<file path="src/rtl/fsm_dw_core.sv">
// Run/done handshake controller: IDLE -> RUN -> DONE -> IDLE, with an optional
// RUN-cycle watchdog that forces completion when the worker never answers.
module fsm_dw_core #(
    parameter int TIMEOUT_CYCLES = 0,
    parameter int CNT_W          = 16
) (
    input  logic       clk,
    input  logic       reset,
    input  logic       i_run,
    input  logic       i_done,
    output logic       o_done,
    output logic       o_idle,
    output logic       o_running,
    output logic       o_timeout,
    output logic [1:0] o_state
);

    localparam logic [1:0] ST_IDLE = 2'b00;
    localparam logic [1:0] ST_RUN  = 2'b01;
    localparam logic [1:0] ST_DONE = 2'b10;

    localparam bit WDOG_EN = (TIMEOUT_CYCLES != 0);
    // Counter value seen on the last permitted RUN cycle; only meaningful when the watchdog is on.
    localparam logic [CNT_W-1:0] CNT_LAST =
        WDOG_EN ? CNT_W'(TIMEOUT_CYCLES - 1) : '0;

    logic [1:0]       state_reg;
    logic [1:0]       state_next;
    logic [CNT_W-1:0] cnt_reg;
    logic [CNT_W-1:0] cnt_next;
    logic             timeout_reg;
    logic             timeout_next;

    // State register
    always_ff @(posedge clk or posedge reset) begin
        if (reset) begin
            state_reg   <= ST_IDLE;
            cnt_reg     <= '0;
            timeout_reg <= 1'b0;
        end else begin
            state_reg   <= state_next;
            cnt_reg     <= cnt_next;
            timeout_reg <= timeout_next;
        end
    end

    // Next-state logic; worker completion wins over the watchdog on the same edge.
    always_comb begin
        state_next   = state_reg;
        cnt_next     = cnt_reg;
        timeout_next = timeout_reg;
        case (state_reg)
            ST_IDLE: begin
                if (i_run) begin
                    state_next   = ST_RUN;
                    cnt_next     = '0;
                    timeout_next = 1'b0;
                end
            end
            ST_RUN: begin
                if (i_done) begin
                    state_next   = ST_DONE;
                    timeout_next = 1'b0;
                end else if (WDOG_EN && (cnt_reg == CNT_LAST)) begin
                    state_next   = ST_DONE;
                    timeout_next = 1'b1;
                end else if (!(&cnt_reg)) begin
                    cnt_next = cnt_reg + CNT_W'(1);
                end
            end
            ST_DONE: begin
                state_next = ST_IDLE;
            end
            default: begin
                state_next = ST_IDLE;
            end
        endcase
    end

    // Moore outputs; the unused encoding presents itself as IDLE.
    always_comb begin
        o_done    = 1'b0;
        o_idle    = 1'b0;
        o_running = 1'b0;
        o_timeout = 1'b0;
        o_state   = ST_IDLE;
        case (state_reg)
            ST_RUN: begin
                o_running = 1'b1;
                o_state   = ST_RUN;
            end
            ST_DONE: begin
                o_done    = 1'b1;
                o_timeout = timeout_reg;
                o_state   = ST_DONE;
            end
            default: begin
                o_idle  = 1'b1;
                o_state = ST_IDLE;
            end
        endcase
    end

endmodule

</file>
<file path="config.mk">
export PLATFORM = sky130hd
export DESIGN_NAME = fsm_dw_core
export DESIGN_NICKNAME = d
export VERILOG_FILES = /design/src/rtl/fsm_dw_core.sv
export SDC_FILE = /design/constraint.sdc
export NUM_CORES = 1
export LEC_CHECK = 0
export ABC_AREA = 1
export CAP_MARGIN = 40
export CORE_AREA = 2 2 39 41
export CTS_CLUSTER_SIZE = 24
export DETAILED_ROUTE_END_ITERATION = 10
export DIE_AREA = 0 0 41 43
export SYNTH_ARGS = -nofsm -noshare
export SYNTH_HDL_FRONTEND = slang
export SYNTH_SLANG_ARGS = --single-unit
export TNS_END_PERCENT = 30
</file>
<file path="constraint.sdc">
create_clock -name clk -period 1.2 [get_ports clk]
set_input_delay 0.24 -clock clk [delete_from_list [all_inputs] [get_ports clk]]
set_output_delay 0.24 -clock clk [all_outputs]
set_load 0.005 [all_outputs]
</file>
### Word-level counts from Yosys, hierarchy flattened

Cells that the tools add are included.
Widths: inputs -> output; s select.

* eq/ne operators: 4
* muxes and demuxes: 11
* reductions and logical operators: 5

Operator list (number)
* $pmux 2 s2: 2
* $mux 1: 6
* $mux 2: 2
* $ne 2x2->1 const B: 2
* $reduce_and 3->1: 1
* $eq 2x1->1 const B: 1
* $eq 2x2->1 const B: 1
* $logic_not 2->1: 1
* $pmux 1 s2: 1
* $reduce_and 2->1: 1
* $reduce_bool 2->1: 1
* $reduce_or 2->1: 1

* register bits after elaboration: 3
* bits of input ports: 4
* output and inout port bits: 6
* word-level logic and storage cells: 22

### Depth between registers and ports, before layout

Gate-level depths: netlist of the first run.

* depth after elaboration: 3
* mapped depth: 6
* depth with buffers taken out: 6

### Worst setup path after synthesis of the first run

OpenSTA, ideal clock, no wires.

* path kind: register to output
* start point: register state_reg[0]
* end point: output port o_state[1]
* arrival time: 0.772 ns
* required time: 0.960 ns
* slack: 0.188 ns
* cell stages (with the launch flop): 4
* buffers on the path: 1
* path through: dfrtp_1 inv_1 ha_1 buf_4

* word-level cells in the longest chain between the ends: 2
* elaborated cells between the ends (all ways): 3
* classes of those cells: eq/ne: 2; mux: 1

Ends and longest elaborated chain
* from (decl): line 27 `logic [1:0] state_reg;`
* from (signal assigned): line 41 `state_reg <= state_next;`
* $eq 2x2->1 or $eq 2x1->1 (tied branches): line 87 `case (state_reg)`
* $pmux 2 s2 (*): line 87
* to (decl): line 15 `output logic [1:0] o_state`

Every way passes the cells marked *; elsewhere a longest branch is shown, timed or not.

### Worst setup path after layout of the first run

* start point: register state_reg[0]
* end point: output port o_idle

* word-level cells in the longest chain between the ends: 3
* elaborated cells between the ends (all ways): 4
* classes of those cells: eq/ne: 2; mux: 1; reduce/logical: 1

Ends and longest elaborated chain
* $eq 2x1->1 or $eq 2x2->1 (tied branches): line 87
* $reduce_or 2->1 (no line) (*)
* $mux 1 (*): line 87
* to (decl): line 12 `output logic o_idle,`

Marks and branches as above.

==> flow_summary_export.csv, run 1 <==
group,metric,value,unit
critical_path,path_cells,"inv_2 -> ha_4 -> inv_2 -> buf_6",
grt,grt_util_met2,10.3,%
route,vias,189,
critical_path,max_stage_delay,0.37,ns
timing,fin_crit_sh,107,%
finish,syn2layout_area_growth,109,%
cts,path_clk_slew,0.03,ns
critical_path,cp_top_family,"flip-flops",
grt,grt_pass1_vias,209,
cts,cts_root_buf,"clkbuf_4",
critical_path,end_kind,"output port",
pwr,power_frac_comb,72.5,%
cts,worstSkewPairLatency,0.22,ns
critical_path,rrSetupSlack,0.07,ns
cts,clock-sinks,2,
route,wl_per_cell,8.35,um
cts,cts_hold_buf,0,
hold_path,hold_class,"primary input to async pin",
route,drt_drc_violations_left,0,
pwr,power.internal,628,uW
synth,syn-num-nets,33,
pwr,seq_power_share,12.1,%
critical_path,cpMaxStageDelayCell,"dfrtp_1",
cts,cts.path.max_buffers,2,
timing,skew,0.00230,ns
timing,holdWs,0.171,ns
pwr,clkPwrFrac,15.4,%
critical_path,crit_fanout,2,
synth,synth_seq_cells,2,
die,fp.dieW,41,um
timing,grt_setup_unrepaired,"true",
outcome,status,"finished with violations",
critical_path,path_common_cell,"inv_2",
grt,grt_first_pass_wirelength,765,um
finish,largest_reg_flops,2,
place,dp_cells,49,
critical_path,r2r_start,"state_reg[1]$_DFFE_PP0P_",
cts,h-tree-depth,1,
place,dp_hpwl,295,um
timing,fmax,777,MHz
synth,ys_types,9,
synth,synth_seq_area_share,25.3,%
route,drtIter0Drc,2,
flow_run,max_cap_violations,0,
place,numPortBuffers,8,
grt,grt_use_met3,3.14,%
timing,slew_violations,0,
die,rows,14,
synth,ys_warn_count,0,
pwr,vdd.ir_drop.worst,0.628,mV
outcome,failed_checks,"setup timing",
cts,cts_buffers,3,
critical_path,worstRegToRegCells,8,
finish,multiInputGateArea,153,um^2
die,coreArea,1380,um^2
grt,grt_usage,6.83,%
finish,fin_util,29.9,%
critical_path,cp-start-kind,"flop",
synth,syn_inst,25,
finish,final_nets,49,
route,vias_per_cell,3.44,
place,globalplace.congestion,0.641,
finish,fill_cells,149,
place,placed_cell_area,298,um^2
die,io_pins,10,
pwr,switchingPower,339,uW
synth,syn_area,198,um^2
finish,layout-drive-gt1-share,61.5,%
synth,syn_avg_cell_area,7.91,um^2
critical_path,reg2reg_to,"state_reg[1]$_DFFE_PP0P_",
critical_path,path_class,"flop to output port",
grt,antenna_found_initial,0,
timing,finalHoldViolCount,0,
finish,num_antenna_cells,0,
place,dp_slack,-0.280,ns
grt,grt_start_max_net_pins,4,
timing,min_period,1.29,ns
timing,setup_viol_count_final,5,
timing,setup_tns,-0.367,ns
grt,grt.busiest_layer,"met2",
finish,fin_cells,55,
finish,design_area,414,um^2
pwr,powerDensity,2340,nW/um^2
die,die_area,1760,um^2
timing,worst_slack,-0.0864,ns
finish,seq_area,50.0,um^2
pwr,swShare,35.1,%
critical_path,worstPathRequired,0.96,ns
route,antenna_left,0,
route,firstDrtPassIters,2,
pwr,power,967,uW
grt,use_met1,6.45,%
cts,cts_tree,"done",
die,initial_core_util,14.3,%
route,drt_wl_total,459,um
pwr,cellLeakagePower,0.207,nW
critical_path,path_buf_inv,3,
critical_path,arrival,1.05,ns
grt,grt_overflow,0,
die,die_h,43,um
[timing repair]
action	in CTS	in global routing
cloned	0	0
setup buffers	2	1
endpoints found under the setup margin	5	5
gates resized for setup	32	7
pin swaps	1	4
[area by class of cell]
| type | count | share of cell area, % |
|---|---|---|
| Multi-Input combinational cell | 14 | 36.9 |
| Timing Repair Buffer | 14 | 35.3 |
| Sequential cell | 2 | 12.1 |
| Clock buffer | 3 | 5.44 |
| Inverter | 6 | 5.44 |
| Tap cell | 16 | 4.83 |
[power by group through the flow]
| stage | sequential, mW | combinational, mW | clock, mW |
|---|---|---|---|
| 2_1_floorplan | 0.117 | 0.231 | 0 |
| 3_3_place_gp | 0.110 | 0.453 | 0 |
| 3_5_place_dp | 0.110 | 0.460 | 0 |
| 4_1_cts | 0.117 | 0.546 | 0.160 |
| 5_1_grt | 0.122 | 0.773 | 0.164 |
| 6_report | 0.117 | 0.701 | 0.149 |
[Yosys cell counts, drive strengths merged]
cell | count | area, um^2
dfrtp | 2 | 50.1
buf | 3 | 22.5
nand3 | 2 | 10.0
inv | 6 | 22.5
conb | 1 | 3.75
nand2 | 7 | 38.8
ha | 4 | 50.1
[cells by family after synthesis]
group / Yosys count / synth area share [%]
buf+inv: 9 / 22.8
simple gates: 9 / 24.7
fa+ha+maj: 4 / 25.3
flops: 2 / 25.3
other cells: 1 / 1.90
[cell usage in the layout, fill, tap and decap left out]
master	instances
buf_4	2
clkbuf_4	3
inv_2	3
inv_1	3
nand2_4	1
conb_1	1
dfrtp_1	2
nand2_1	4
buf_6	9
nand2_2	2
clkdlybuf4s50_1	3
ha_4	4
nand3_1	2
[how the worst max path moves through the flow]
stage	from	endpoint	depth (start not counted)
5_1_grt	state_reg[0]$_DFFE_PP0P_	o_idle	4
3_5_place_dp	state_reg[1]$_DFFE_PP0P_	o_idle	4
3_3_place_gp	state_reg[1]$_DFFE_PP0P_	o_idle	4
6_report	state_reg[0]$_DFFE_PP0P_	o_idle	4
2_1_floorplan	state_reg[0]$_DFFE_PP0P_	o_state[1]	3
4_1_cts	state_reg[0]$_DFFE_PP0P_	o_idle	4
[metal layers]
layer	part of all wire (%)	routed length, um
met1	37	169
met2	57	262
met3	5.9	27
met4	0	0
met5	0	0
Power figures use the tool's default switching activity.
==> inputs of run 2 (changes only) <==
SETUP_SLACK_MARGIN = 0.1   (was default)
==> results of run 2 <==
Same layout as run 1: the final DEF is identical, and so are final timing and power.
==> inputs of run 3 (changes only) <==
HOLD_SLACK_MARGIN = 0.08   (was default)
==> results of run 3 <==
Same layout as run 1: the final DEF is identical, and so are final timing and power.
